==> config.mk <==
export PLATFORM = sky130hd
export DESIGN_NAME = alu_operand_stage
export DESIGN_NICKNAME = d
export VERILOG_FILES = /design/src/rtl/alu_operand_stage.sv
export SDC_FILE = /design/constraint.sdc
export NUM_CORES = 1
export LEC_CHECK = 0
export ABC_AREA = 1
export CAP_MARGIN = 20
export CORE_MARGIN = 2
export CORE_UTILIZATION = 37
export DETAILED_ROUTE_END_ITERATION = 12
export PLACE_DENSITY = 0.85
export SETUP_SLACK_MARGIN = 0.5
export SYNTH_ARGS = -nofsm -noshare
export SYNTH_HDL_FRONTEND = slang
export SYNTH_SLANG_ARGS = --single-unit
==> constraint.sdc <==
create_clock -name clk -period 1 [get_ports clk]
set_input_delay 0.1 -clock clk [delete_from_list [all_inputs] [get_ports clk]]
set_output_delay 0.1 -clock clk [all_outputs]
set_load 0.02 [all_outputs]
==> src/rtl/alu_operand_stage.sv <==
// -----------------------------------------------------------------------------
// alu_operand_stage
//
// Register stage that sits directly in front of the 8-bit ALU. It holds the
// accumulator (A) and the B operand, and feeds both registers to the ALU. It
// latches the ALU's overflow (carry) and zero outputs into a flags register,
// and drives either A or the ALU result onto the shared bus. It also decides
// conditional jumps for the control sequencer.
//
// Ports:
//   clk           system clock; all state updates on the rising edge
//   n_rst         synchronous active-low reset
//   bus_in        current value of the shared bus
//   ai / bi       load A / B from bus_in
//   ao / eo       drive A / ALU result onto the bus
//   su            subtract select (passed straight through to the ALU)
//   fi            latch ALU flags (carry <- overflow, zero <- zero)
//   clr           synchronous clear of A, B, flags and bus_conflict
//   jc_req/jz_req jump-if-carry / jump-if-zero requests
//   alu_result, alu_overflow, alu_zero   combinational ALU outputs
//   port_a, port_b, sub                  ALU operand and control inputs
//   bus_out, bus_out_en                  bus drive value and enable
//   flag_c, flag_z                       registered flags
//   jump_taken                           combinational jump decision
//   bus_conflict                         sticky "ao and eo together" error
// -----------------------------------------------------------------------------
module alu_operand_stage #(
    parameter int WIDTH = 8
) (
    input  logic             clk,
    input  logic             n_rst,
    input  logic [WIDTH-1:0] bus_in,
    input  logic             ai,
    input  logic             bi,
    input  logic             ao,
    input  logic             eo,
    input  logic             su,
    input  logic             fi,
    input  logic             clr,
    input  logic             jc_req,
    input  logic             jz_req,
    input  logic [WIDTH-1:0] alu_result,
    input  logic             alu_overflow,
    input  logic             alu_zero,
    output logic [WIDTH-1:0] port_a,
    output logic [WIDTH-1:0] port_b,
    output logic             sub,
    output logic [WIDTH-1:0] bus_out,
    output logic             bus_out_en,
    output logic             flag_c,
    output logic             flag_z,
    output logic             jump_taken,
    output logic             bus_conflict
);

    logic [WIDTH-1:0] r_a;
    logic [WIDTH-1:0] r_b;
    logic             r_flag_c;
    logic             r_flag_z;
    logic             r_conflict;

    logic [WIDTH-1:0] w_bus_out;

    // Reset outranks clr, which outranks every load. The flags are taken
    // from the ALU outputs before the edge, so fi together with ai latches
    // flags computed from the old A.
    always_ff @(posedge clk) begin
        if (!n_rst) begin
            r_a        <= '0;
            r_b        <= '0;
            r_flag_c   <= 1'b0;
            r_flag_z   <= 1'b0;
            r_conflict <= 1'b0;
        end else if (clr) begin
            r_a        <= '0;
            r_b        <= '0;
            r_flag_c   <= 1'b0;
            r_flag_z   <= 1'b0;
            r_conflict <= 1'b0;
        end else begin
            if (ai) begin
                r_a <= bus_in;
            end
            if (bi) begin
                r_b <= bus_in;
            end
            if (fi) begin
                r_flag_c <= alu_overflow;
                r_flag_z <= alu_zero;
            end
            // Sticky: once two drivers have fought over the bus, the flag
            // stays set until software clears it.
            if (ao && eo) begin
                r_conflict <= 1'b1;
            end
        end
    end

    // Bus mux, one bit at a time: A wins over the ALU result when both
    // drivers are asserted, and an idle block drives zero.
    generate
        for (genvar gi = 0; gi < WIDTH; gi++) begin : g_bus_bit
            assign w_bus_out[gi] = ao ? r_a[gi] : (eo & alu_result[gi]);
        end
    endgenerate

    assign port_a       = r_a;
    assign port_b       = r_b;
    assign sub          = su;
    assign bus_out      = w_bus_out;
    assign bus_out_en   = ao | eo;
    assign flag_c       = r_flag_c;
    assign flag_z       = r_flag_z;
    // Only the registered flags are used here, never the live ALU outputs,
    // so the decision is stable for the whole cycle.
    assign jump_taken   = (jc_req & r_flag_c) | (jz_req & r_flag_z);
    assign bus_conflict = r_conflict;

endmodule
; Word-level counts from Yosys, hierarchy flattened
; Index checks and enable logic that the tools add are counted.
[op_classes]
n_reduce_logical = 2
bitwise_logic = 13
n_mux = 8
[ops]
columns = op, n
row1 = AND 1 bit, 10
row2 = two-way mux 1 bit, 8
row3 = bitwise OR 1 bit, 2
row4 = OR reduction 2 bit, 1
row5 = logical AND 1 bit, 1
row6 = inverter 1 bit, 1
[totals]
inputBits = 29
wordCells = 28
register_bits = 19

; Depth between registers and ports, before layout
[depth]
word_depth = 2
ltp_mapped = 4
mapped_depth_nobuf = 3

; Least setup slack after synthesis
; No wires, ideal clock.
[synth_timing]
path_type = reg2out
from = reg r_a[0], in the netlist port_a[0]
to = out bus_out[0]
arrival_ps = 673
n_path_buf = 0
slack_ps = 227
stages_incl_launch_ff = 3
cell_sequence = dfxtp_1 nand2_1 nand2_1
[synth_between]
elab_chain_len = 1
[synth_rtl]
columns = element, line
row1 = start: declaration, 56  ; logic [WIDTH-1:0] r_a;
row2 = start signal: assignment, 82  ; r_a <= bus_in;
row3 = two-way mux 1 bit, 103  ; assign w_bus_out[gi] = ao ? r_a[gi] : (eo & alu_result[gi]);
row4 = end: declaration, 48  ; output logic [WIDTH-1:0] bus_out,
; Every way passes these cells.

; Final worst setup path
[layout_timing]
from = in alu_result[1]
to = out bus_out[1]
[layout_between]
elab_chain_len = 2
[layout_rtl]
columns = element, line
row1 = start: declaration, 42  ; input logic [WIDTH-1:0] alu_result,
row2 = AND 1 bit, 103
row3 = two-way mux 1 bit, 103
; Every way passes these cells.

==> results.toml <==
[synth]
netlist_instances = 115
synth_area_leader_cell = "dfxtp_1"
avgSynthCellArea_um2 = 7.43
ys_seq_area_frac = 0.445
syn-cell-area_um2 = 855
ys_top_cells_by_area = "dfxtp_1 (45%), nand2_1 (24%), a21oi_2 (9.2%), a21oi_1 (5.9%), nand3_1 (4.7%)"
synth.distinct_cells = 14
synth_fp_nets = 144
ys.warnings.count = 0
ys_ff_latch = 19
yosysTopAreaCellShare = 0.445

[placement]
gp_congestion = 0.763
port_buffers = 56
place_hpwl_um = 2100
post-place-ws_ps = -753

[global_routing]
track_usage = 0.257
grt-ovfl-total = 0
grt_pass1_wl_um = 4990
grt_pass1_vias = 1060
use_met2 = 0.498
antenna_found_initial = 0
grt.busiest_layer = "met2"
met1_usage = 0.285
grt_max_degree = 11
met3_usage = 0.0230

[setup_path]
cp_top_family = "buffers and inverters"
crit_cells = 4
crit_arrival_ps = 950
reg2reg_to = "bus_conflict"
critPathLaunch = "alu_result[1]"
cp-end-kind = "primary output"
crit_type = "input port to primary output"
crit_slowest_cell = "clkdlybuf4s50_1"
worst-endpoint-required_ps = 900
r2r_setup_slack_ps = 200
critPathLaunchType = "input port"
crit_end = "bus_out[1]"
cp_max_fo = 1
rr_worst_depth = 4
path_cells = "clkdlybuf4s50_1, nand3_1, nand2_4, buf_6"
cpPeakStageDelay_ps = 460
timing.rr.start = "bus_conflict"
crit_buf_inv = 2

[sta]
tightestPinTransition_ps = 239
fmax_ghz = 0.948
fin_crit_sh = 1.05
drv_slew = 0
skew_ps = 0
rsz0062_at_grt = "yes"
slew_headroom = 0.841
setup_violations = 9
final.setup.tns_ps = -233
fin_crit_ps = 1050
hold_violations = 0
setup_ws_ps = -54.9

[drt]
drt-pass1-iter-count = 4
drt_iter0_drc = 29
final_antenna_net_count = 0
drc_errors = 0
wl_per_cell_um = 19.2
totalWireLength_um = 4160
num_vias = 1170
vias_per_cell = 5.39

[clocking]
cts_max_level = 1
clock_sinks = 19
clk_latency_ps = 300
cts_buffer_depth = 2
cts_buffers = 3
cts-root-buf = "clkbuf_4"
cts_tree = "built"
clk_pin_slew_ps = 110

[cells_and_area]
fillers = 94
n_antenna_cell = 0
nets = 219
area_growth_pct = 132
drive_gt1_frac = 0.688
multi_input_area_um2 = 661
regArea_um2 = 449

[floorplanning]
pin_count = 59
dieWidth_um = 52.1
die_area_mm2 = 0.00271
rows = 17
start_util = 0.390
core_mm2 = 0.00219
dieHeight_um = 52.1

[power]
peakVddDrop_mv = 1.17
intPower_mw = 1.19
leakagePower_nw = 0.892
seqPwrFrac = 0.445
sw_frac_of_total = 0.321
clockPowerShare = 0.230
power.density_mw_per_mm2 = 884
p_switching_uw = 562
comb_power_share = 0.324

[flow_run]
drv_cap = 0

[hold_path]
hp-class = "input port to flop"

[outcome]
status = "complete, but fails checks"
violations = "negative setup slack"
[cell usage after synthesis]
library cell / instances
inv_4: 2
nor2_2: 1
nand3_1: 8
nand2_1: 55
dfxtp_1: 19
nand2_4: 1
buf_4: 1
inv_2: 1
buf_2: 2
inv_1: 2
a21oi_1: 10
or2_1: 1
buf_6: 3
a21oi_2: 9
[worst min-delay path, delay by kind of cell]
kind,cells,cell delay (ps)
buffers and inverters,1,180
AND/OR/NAND/NOR,1,140
AO/OA/AOI/OAI,1,30
[cell families after synthesis]
family          after synthesis  share of synthesized area
compound gates               19                      0.151
buf+inv                      11                     0.0878
flops                        19                      0.445
simple gates                 66                      0.316
[layer usage]
layer / vias up / routed length [um]
met1: 556 / 1580
met4: 0 / 189
met3: 23 / 280
li1: 518 / -
met5: - / 0
met2: 73 / 2120
[worst min path at each step]
stage                     startpoint        end  cells past startpoint
final                          n_rst  port_a[0]                      3
after global routing           n_rst  port_a[0]                      3
after CTS                         su        sub                      0
after detailed placement          su        sub                      0
after global placement            su        sub                      0
after floorplan                   fi     flag_c                      2
[metrics by stage]
step | std cells | total power, mW | util | cell area, um^2 | hold slack [ps]
2_1_floorplan | 115 | 1.01 | - | 1060 | 230
3_3_place_gp | 203 | 1.22 | 0.763 | 1670 | 200
3_5_place_dp | 203 | 1.23 | 0.763 | 1670 | 200
4_1_cts | 214 | 1.67 | 0.850 | 1860 | 200
5_1_grt | 217 | 1.81 | 0.905 | 1980 | 180
6_report | 217 | 1.75 | 0.905 | 1980 | 184
[power groups by stage]
stage                     logic, mW  clock network (mW)  registers (mW)
after floorplan               0.193                   0           0.814
after global placement        0.438                   0           0.783
after detailed placement      0.447                   0           0.785
after CTS                     0.507               0.390           0.775
after global routing          0.593               0.437           0.783
final                         0.568               0.403           0.780
[cells in the final DEF, fill, tap and decap left out]
master	instances
dfxtp_2	1
a21oi_4	1
nor2_2	1
clkbuf_1	1
inv_1	1
nand2_8	1
nand3_1	6
inv_4	2
clkbuf_2	1
buf_2	2
buf_12	2
or2_4	1
buf_4	5
nand2_4	23
inv_2	1
nand2_2	9
inv_6	1
clkbuf_4	3
nand3_2	2
dlygate4sd2_1	3
buf_8	1
a21oi_1	2
a21oi_2	16
clkdlybuf4s50_1	21
dfxtp_4	18
nand2_1	25
buf_6	39
[final cells by class]
class | instances | share of cell area
clock buffers | 4 | 0.0132
inverters | 5 | 0.0145
multi-input cells | 87 | 0.333
flip-flops and latches | 19 | 0.226
well taps | 28 | 0.0177
repair buffers | 74 | 0.395
[sequential cells by signal (all words and copies together), names as in the netlist]
signal        cells
port_a            8
flag_c            1
port_b            8
flag_z            1
bus_conflict      1
[timing repair]
item / CTS / global route
hold endpoints to repair: 0 / 0
setup buffers: 3 / 3
pin swaps: 1 / 6
setup endpoints to repair: 48 / 48
cloned: 4 / 0
hold buffers: 0 / 0
resized for setup: 204 / 31
Power figures use the tool's default switching activity.
